File: config.mk
export PLATFORM = sky130hd
export DESIGN_NAME = quadrature_encoder_gen
export DESIGN_NICKNAME = d
export VERILOG_FILES = /design/src/rtl/quadrature_encoder_gen_pkg.sv /design/src/rtl/quadrature_encoder_gen_edge_timer.sv /design/src/rtl/quadrature_encoder_gen.sv
export SDC_FILE = /design/constraint.sdc
export NUM_CORES = 1
export LEC_CHECK = 0
export CORE_ASPECT_RATIO = 1.1
export CORE_UTILIZATION = 35
export CTS_CLUSTER_SIZE = 25
export DETAILED_ROUTE_END_ITERATION = 16
export GPL_ROUTABILITY_DRIVEN = 0
export GPL_TIMING_DRIVEN = 0
export PLACE_DENSITY = 0.55
export SLEW_MARGIN = 10
export SYNTH_ARGS = -nofsm -noshare
export SYNTH_HDL_FRONTEND = slang
export SYNTH_SLANG_ARGS = --single-unit
File: constraint.sdc
create_clock -name clk -period 11.72 [get_ports clk]
set_input_delay 2.93 -clock clk [delete_from_list [all_inputs] [get_ports clk]]
set_output_delay 2.93 -clock clk [all_outputs]
set_load 0.01 [all_outputs]
File: src/rtl/quadrature_encoder_gen_pkg.sv
// Shared constants for the quadrature encoder emulator: Gray phase table,
// mode encodings and edge-timer state encodings.
package quadrature_encoder_gen_pkg;

  // {enc_a, enc_b} for position[1:0] = 0..3; forward order has A leading B.
  localparam logic [1:0] PH0 = 2'b00;
  localparam logic [1:0] PH1 = 2'b10;
  localparam logic [1:0] PH2 = 2'b11;
  localparam logic [1:0] PH3 = 2'b01;

  localparam logic MODE_VELOCITY = 1'b0;
  localparam logic MODE_POSITION = 1'b1;

  typedef enum logic [1:0] {
    StIdle,
    StCount,
    StEdge
  } tmr_state_e;

  function automatic logic [1:0] gray_phase(input logic [1:0] cnt);
    logic [1:0] ph;
    case (cnt)
      2'd0:    ph = PH0;
      2'd1:    ph = PH1;
      2'd2:    ph = PH2;
      default: ph = PH3;
    endcase
    return ph;
  endfunction

endpackage

File: src/rtl/quadrature_encoder_gen_edge_timer.sv
// Programmable edge-interval down-counter: clamps the requested period, latches it
// on every reload and strobes expire in the cycle that enters the edge state.
module quadrature_encoder_gen_edge_timer
  import quadrature_encoder_gen_pkg::*;
#(
  parameter int unsigned MIN_EDGE_CYCLES = 4,
  parameter int unsigned PERIOD_WIDTH    = 24
) (
  input  logic                    clk,
  input  logic                    reset_n,
  input  logic [PERIOD_WIDTH-1:0] period,
  input  logic                    run,
  input  logic                    rearm,
  output logic                    expire
);

  localparam logic [PERIOD_WIDTH-1:0] MinPeriod = PERIOD_WIDTH'(MIN_EDGE_CYCLES);

  tmr_state_e              state_q, state_d;
  logic [PERIOD_WIDTH-1:0] cnt_q, cnt_d;
  logic [PERIOD_WIDTH-1:0] p_eff;

  assign p_eff  = (period < MinPeriod) ? MinPeriod : period;
  assign expire = (state_q == StCount) && (cnt_q == '0) && run && !rearm;

  always_comb begin
    state_d = state_q;
    cnt_d   = cnt_q;
    if (rearm || !run) begin
      state_d = run ? StCount : StIdle;
      cnt_d   = p_eff - PERIOD_WIDTH'(1);
    end else begin
      case (state_q)
        StIdle: begin
          state_d = StCount;
          cnt_d   = p_eff - PERIOD_WIDTH'(1);
        end
        StCount: begin
          if (cnt_q == '0) state_d = StEdge;
          else             cnt_d   = cnt_q - PERIOD_WIDTH'(1);
        end
        StEdge: begin
          // The edge cycle itself is one of the P cycles of the next interval.
          state_d = StCount;
          cnt_d   = p_eff - PERIOD_WIDTH'(2);
        end
        default: begin
          state_d = StIdle;
          cnt_d   = p_eff - PERIOD_WIDTH'(1);
        end
      endcase
    end
  end

  always_ff @(posedge clk or negedge reset_n) begin
    if (!reset_n) begin
      state_q <= StIdle;
      cnt_q   <= '0;
    end else begin
      state_q <= state_d;
      cnt_q   <= cnt_d;
    end
  end

endmodule

File: src/rtl/quadrature_encoder_gen.sv
// Quadrature encoder emulator: registered A/B/index outputs driven from a position
// counter, stepped by the edge timer in velocity or move-to-target mode.
module quadrature_encoder_gen
  import quadrature_encoder_gen_pkg::*;
#(
  parameter int unsigned CLK_FREQ        = 16_000_000,
  parameter int unsigned MIN_EDGE_CYCLES = 4,
  parameter int unsigned PERIOD_WIDTH    = 24,
  parameter int unsigned CPR_LOG2        = 11
) (
  input  logic                    clk,
  input  logic                    reset_n,
  input  logic                    enable,
  input  logic                    mode,
  input  logic                    dir,
  input  logic [PERIOD_WIDTH-1:0] period,
  input  logic signed [31:0]      target_position,
  input  logic                    load,
  input  logic signed [31:0]      load_value,
  output logic                    enc_a,
  output logic                    enc_b,
  output logic                    enc_index,
  output logic signed [31:0]      position,
  output logic                    step,
  output logic                    at_target
);

  if (MIN_EDGE_CYCLES < 2 || CLK_FREQ == 0) begin : g_bad_params
    $error("quadrature_encoder_gen: MIN_EDGE_CYCLES must be >= 2, CLK_FREQ nonzero");
  end

  logic signed [31:0] position_q, position_d;
  logic [1:0]         ab_q;
  logic               index_q, step_q, at_target_q;
  logic signed [32:0] diff;
  logic               run, fwd, fire;

  // 33-bit difference so a move across the wrap point takes the long way.
  assign diff = {target_position[31], target_position} - {position_q[31], position_q};
  assign run  = enable && ((mode == MODE_VELOCITY) ? (period != '0) : (diff != '0));
  assign fwd  = (mode == MODE_VELOCITY) ? dir : !diff[32];

  quadrature_encoder_gen_edge_timer #(
    .MIN_EDGE_CYCLES(MIN_EDGE_CYCLES),
    .PERIOD_WIDTH   (PERIOD_WIDTH)
  ) u_edge_timer (
    .clk    (clk),
    .reset_n(reset_n),
    .period (period),
    .run    (run),
    .rearm  (load),
    .expire (fire)
  );

  always_comb begin
    position_d = position_q;
    if (load)      position_d = load_value;
    else if (fire) position_d = fwd ? position_q + 32'sd1 : position_q - 32'sd1;
  end

  always_ff @(posedge clk or negedge reset_n) begin
    if (!reset_n) begin
      position_q  <= '0;
      ab_q        <= PH0;
      index_q     <= 1'b1;
      step_q      <= 1'b0;
      at_target_q <= 1'b0;
    end else begin
      position_q  <= position_d;
      ab_q        <= gray_phase(position_d[1:0]);
      index_q     <= (position_d[CPR_LOG2-1:0] == '0);
      step_q      <= fire;
      at_target_q <= (mode == MODE_POSITION) && (position_q == target_position);
    end
  end

  assign enc_a     = ab_q[1];
  assign enc_b     = ab_q[0];
  assign enc_index = index_q;
  assign position  = position_q;
  assign step      = step_q;
  assign at_target = at_target_q;

endmodule

Word-level counts from Yosys, hierarchy flattened
Cells that the tools add are included.

storage, ports and cells
  flip-flop bits (word level) = 63
  bits in latches = 0
  RAM bits = 0
  ROM bits = 0
  bits of input ports = 94
  memories = 0

operators by class
  $add $sub $neg = 6
  multiply operators = 0
  div/mod/pow operators = 0
  magnitude comparators = 1
  equal/unequal tests = 7
  shift operators = 0
  muxes and demuxes = 14
  bitwise gates (word level) = 0
  reduce and logical (&&, ||, !) cells = 17

operators with widths
  kind                   number
  $mux 32                3
  $mux 24                3
  $pmux 24 s2            1
  $sub 24x1->24 const B  2
  $reduce_bool 33->1     1
  $sub 32x32->33         1
  $add 32x2->32 const B  1
  $eq 32x32->1           1
  $sub 32x2->32 const B  1
  $logic_not 24->1       1
  $lt 24x3->1 const B    1
  $reduce_bool 24->1     1
  $sub 24x2->24 const B  1
  $logic_not 11->1       1
  $ne 3x3->1 const B     2
  $pmux 2 s3             1
  $logic_and 1x1->1      5
  $eq 2x1->1 const B     2
  $eq 2x2->1 const B     2
  $logic_not 2->1        2
  $mux 2                 2
  $pmux 2 s2             1
  $logic_not 1->1        3
  $mux 1                 3
  3 further kinds        3

Longest topological paths before layout
Gate-level depths: netlist of run 1.

  depth after elaboration = 10
  depth in mapped cells = 24

Modules after synthesis
Synthesis of run 1 repeated with hierarchy kept, for this count alone.

second synthesis, totals
  cells, all modules = 1,124
  area, all modules = 8,345.5 um^2

by module, submodules not included
  module                             instances  cells each  area each (um^2)  sequential area each (um^2)
  quadrature_encoder_gen             1          767         5,582.9           927.1
  quadrature_encoder_gen_edge_timer  1          357         2,762.6           650.6

Worst setup path before layout of run 1
OpenSTA, ideal clock, no wires.

  path type = input -> register
  start = in target_position[11]
  end = reg position_q[17] (netlist: position[17])
  library setup time = 0.125 ns
  arrival = 7.597 ns
  setup slack = 3.999 ns
  stages on the path = 19
  buffers on the path = 4
  path through = ha_1 buf_2 a211o_1 a2111o_1 a22oi_4 a21oi_1 o31a_1 inv_2 clkbuf_1 buf_2 buf_1 ha_1 a211oi_1 o21ai_0 a32oi_1 nand3_1 a2111oi_0 xnor2_1 mux2_2

between the ends
  cells in the longest elaborated chain, start to end = 7
  elaborated cells between the ends (all ways) = 12
  those cells by class = add/sub (1); mux (5); reduce/logical (6)

RTL lines
  item                                RTL line                                 source
  start: declaration                  quadrature_encoder_gen.sv:17             input logic signed [31:0] target_position,
  $sub 32x32->33 (*)                  quadrature_encoder_gen.sv:39             assign diff = {target_position[31], target_position} - {position_q[31], position_q};
  $reduce_bool 33->1                  quadrature_encoder_gen.sv:40             assign run = enable && ((mode == MODE_VELOCITY) ? (period != '0) : (diff != '0));
  $mux 1                              quadrature_encoder_gen.sv:40
  $logic_and 1x1->1                   quadrature_encoder_gen.sv:40
  $logic_and 1x1->1 (2 in a row)      quadrature_encoder_gen_edge_timer.sv:24  assign expire = (state_q == StCount) && (cnt_q == '0) && run && !rearm;
  $reduce_bool 2->1 (no source line)  -
  end signal: assignment              quadrature_encoder_gen.sv:69             position_q <= position_d;
  end: declaration                    quadrature_encoder_gen.sv:32             logic signed [31:0] position_q, position_d;

Every way passes the cells marked *; elsewhere a longest branch is shown, timed or not. The select of a mux whose other input is x is not followed.
A chain may end at the register's enable or synchronous reset.

Worst setup path in the final report of run 1
  start = in target_position[13]
  end = reg position_q[26] (netlist: position[26])

The elaborated chain is that of the path after synthesis.

==> results of run 1 <==
==> cells in the mapped netlist (all sizes together), types with 9 or more instances <==
library cell / n / area share
nor3: 61 / 0.038
or3: 16 / 0.012
clkbuf: 38 / 0.018
buf: 18 / 0.013
o21a: 11 / 0.010
and2: 9 / 0.0070
a21o: 16 / 0.015
a211oi: 13 / 0.012
ha: 48 / 0.075
nor2b: 15 / 0.012
nand2: 112 / 0.052
nand4: 21 / 0.016
o21ai: 58 / 0.037
mux2i: 22 / 0.027
xnor2: 48 / 0.052
or2: 9 / 0.0070
o22ai: 21 / 0.016
mux2: 10 / 0.014
nor2: 96 / 0.045
a21oi: 63 / 0.040
inv: 52 / 0.024
nand3: 38 / 0.024
nor4: 46 / 0.036
and3: 21 / 0.016
xor2: 22 / 0.024
nand3b: 9 / 0.0084
o211ai: 9 / 0.0084
dfrtp: 62 / 0.19
==> through the flow <==
stage / hold slack [ps] / total power [W] / area, um^2 / utilization
2_1_floorplan: 479 / 0.000568 / 8010 / -
3_3_place_gp: 516 / 0.000736 / 9650 / 0.434
3_5_place_dp: 522 / 0.000736 / 9670 / 0.435
4_1_cts: 534 / 0.000987 / 9940 / 0.447
5_1_grt: 582 / 0.00105 / 9940 / 0.447
6_report: 526 / 0.000987 / 9940 / 0.447
==> where the power goes <==
part           switching, W  total [W]  leakage (nW)  internal, W
logic              0.000276   0.000473          2.97     0.000197
registers         0.0000289   0.000267         0.748     0.000238
clock network      0.000100   0.000247         0.131     0.000147
==> final cells by class <==
type	count	area [um^2]	share of cell area
multi-input cells	922	5980	0.602
flip-flops and latches	63	1580	0.159
clock buffers	11	243	0.0244
inverters	53	199	0.0200
plain buffers	56	249	0.0251
clock inverters	4	22.5	0.00227
repair buffers	128	1300	0.130
well taps	295	369	0.0371
==> metal layers <==
| layer | vias to the layer above | share of wire |
|---|---|---|
| met2 | 262 | 0.50 |
| met4 | 0 | 0.023 |
| met5 | - | 0 |
| met3 | 45 | 0.042 |
| li1 | 4369 | - |
| met1 | 4095 | 0.43 |
==> logic make-up (layout without fill, tap and decap cells) <==
| group | after synthesis | after routing | synth area share |
|---|---|---|---|
| AOI/OAI and AO/OA | 279 | 279 | 0.236 |
| adders and majority gates | 48 | 48 | 0.0750 |
| DFF | 63 | 63 | 0.197 |
| xor gates and xnor gates | 70 | 70 | 0.0765 |
| buffers and inverters | 109 | 252 | 0.0559 |
| and+or+nand+nor | 493 | 493 | 0.318 |
| muxes | 32 | 32 | 0.0416 |
==> layout by cell type (no fill, tap or decap), drive strengths merged, types with 10 or more instances in the layout <==
| cell | n |
|---|---|
| clkdlybuf4s50 | 126 |
| o22ai | 21 |
| o21ai | 58 |
| a21o | 16 |
| buf | 20 |
| dfrtp | 62 |
| a21oi | 63 |
| nand3 | 38 |
| a211oi | 13 |
| o21a | 11 |
| clkbuf | 49 |
| nand4 | 21 |
| nor4 | 46 |
| nor3 | 61 |
| mux2i | 22 |
| nand2 | 112 |
| or3 | 16 |
| nor2b | 15 |
| inv | 52 |
| nor2 | 96 |
| xor2 | 22 |
| mux2 | 10 |
| ha | 48 |
| and3 | 21 |
| xnor2 | 48 |
==> sequential cells by signal (all words and copies together) (netlist names) <==
register and flops:
position 32, ab_q 2, enc_index 1, u_edge_timer.cnt_q 24, at_target 1, u_edge_timer.state_q 2
step 1
==> worst max-delay path by stage <==
stage	slack, ps	to	start
after CTS	2610	position[26]	target_position[13]
after global routing	2120	position[26]	target_position[13]
after detailed placement	2260	position[26]	target_position[13]
final	2410	position[26]	target_position[13]
after global placement	2310	position[26]	target_position[16]
after floorplan	4000	position[17]	target_position[11]
==> worst max-delay path: stages <==
cell	delay, ps
clkdlybuf4s50_1	410
ha_1	270
clkbuf_1	310
nand4_1	220
nor2_1	430
o211ai_1	360
a21oi_1	320
o31a_1	300
clkbuf_1	410
clkbuf_1	470
buf_1	570
xnor2_1	190
ha_1	300
nand3_1	160
nor2b_1	230
o211ai_1	130
nand3b_1	250
o211ai_1	280
nor4_1	340
a21oi_1	110
o31a_1	240
o31a_1	270
==> out/results.ini, run 1 <==
[die]
initial_core_util=0.360
ios=131
coreArea_um2=22300
die_w_um=146
fp-row-count=57
dieArea_um2=23500
fp.dieH_um=161

[drt]
routedWlPerCell_um=19.0
antenna_left=0
via_per_inst=5.73
dr_total_vias=8771
wl_mm=29.1
dr.pass1.iters=5
drcViolationCount=0
drt_iter0_markers=437

[worst_hold_path]
hold_end=u_edge_timer.cnt_q[1]
hp-start=u_edge_timer.cnt_q[1]
min_delay_path_depth=2
hold_class=flop to flop

[sta]
period_needed_ps=9310
max_freq_ghz=0.107
tightest_slew_ps=863
setup_slack_ps=2410
period_share=0.794
slew_headroom=0.417
clock_skew_ps=5.72
rsz0062_at_grt=false
hold_viol=0
tns_ps=0
setup_violations=0
maxSlewViolCount=0

[setup_path]
worstPathRequired_ps=11940
crit_type=primary input to flop
r2r-start=position[11]
start_kind=primary input
cp-end-kind=flop
cp_max_fo=10
rrSetupSlack_ps=4510
rr_worst_depth=23
reg2reg_to=position[26]
crit_arrival_ps=9530

[yosys]
yosysSeqAreaShare=0.197
synth_nets=1236
ys_warn_count=0
yosys_most_used_dff=dfrtp_1
ys_types=86
syn_inst=1094
synth.avg_cell_area_um2=7.32
synth_edf_count=0
synth-seq-cells=63
async_flop_share=1.00
synthesis.area_um2=8010

[clock_tree]
insertion_delay_ps=340
post_cts_buffers=0
clkTransAtPathRegs_ps=60
hold_buffers=0
htree_levels=3
cts_resized=0
clockBufferDepth=2
root_buffer=clkbuf_16
numCtsBuffers=9
cts_tree=done
cts_num_sinks=63

[pwr]
p_per_area_nw_per_um2=99.3
p_leak_nw=3.85
ir_worst_vdd_uv=64.8

[global_routing]
use_met3=0.0185
top_usage_layer=met2
first_global_vias=8484
grt_max_degree=52
grt_pass1_wl_mm=45.7
grt.total_usage=0.246
grt_overflow_total=0
met1_usage=0.310
grt_util_met2=0.444
antenna_found_initial=0

[layout]
drive_gt1_frac=0.0453
diodes=0
nFillCells=2323
areaGrowthSynthToFinish_pct=24.1
finalNonFillerCells=1532
nNetsFinal=1375

[flow_run]
drv_cap=0

[placement]
preCtsSetupSlack_ps=2260
placed_cells=1517
place_hpwl_mm=23.8
io_buffers=127

[outcome]
status=complete, no violations

Power figures use the tool's default switching activity.
==> run 2: changes to the inputs <==
==> constraint.sdc (replaced) <==
create_clock -name clk -period 9.35 [get_ports clk]
set_input_delay 2.3375 -clock clk [delete_from_list [all_inputs] [get_ports clk]]
set_output_delay 2.3375 -clock clk [all_outputs]
set_load 0.01 [all_outputs]
==> results of run 2 <==
The final DEF is identical to that of run 1. Status: complete, no violations.
Main changes from that run: setup slack after placement 2260 ps -> 481 ps; setup slack after layout 2410 ps -> 634 ps; register-to-register setup slack 4510 ps -> 2140 ps; total power 0.000987 W -> 0.00124 W; worst IR drop on VDD 64.8 uV -> 81.2 uV
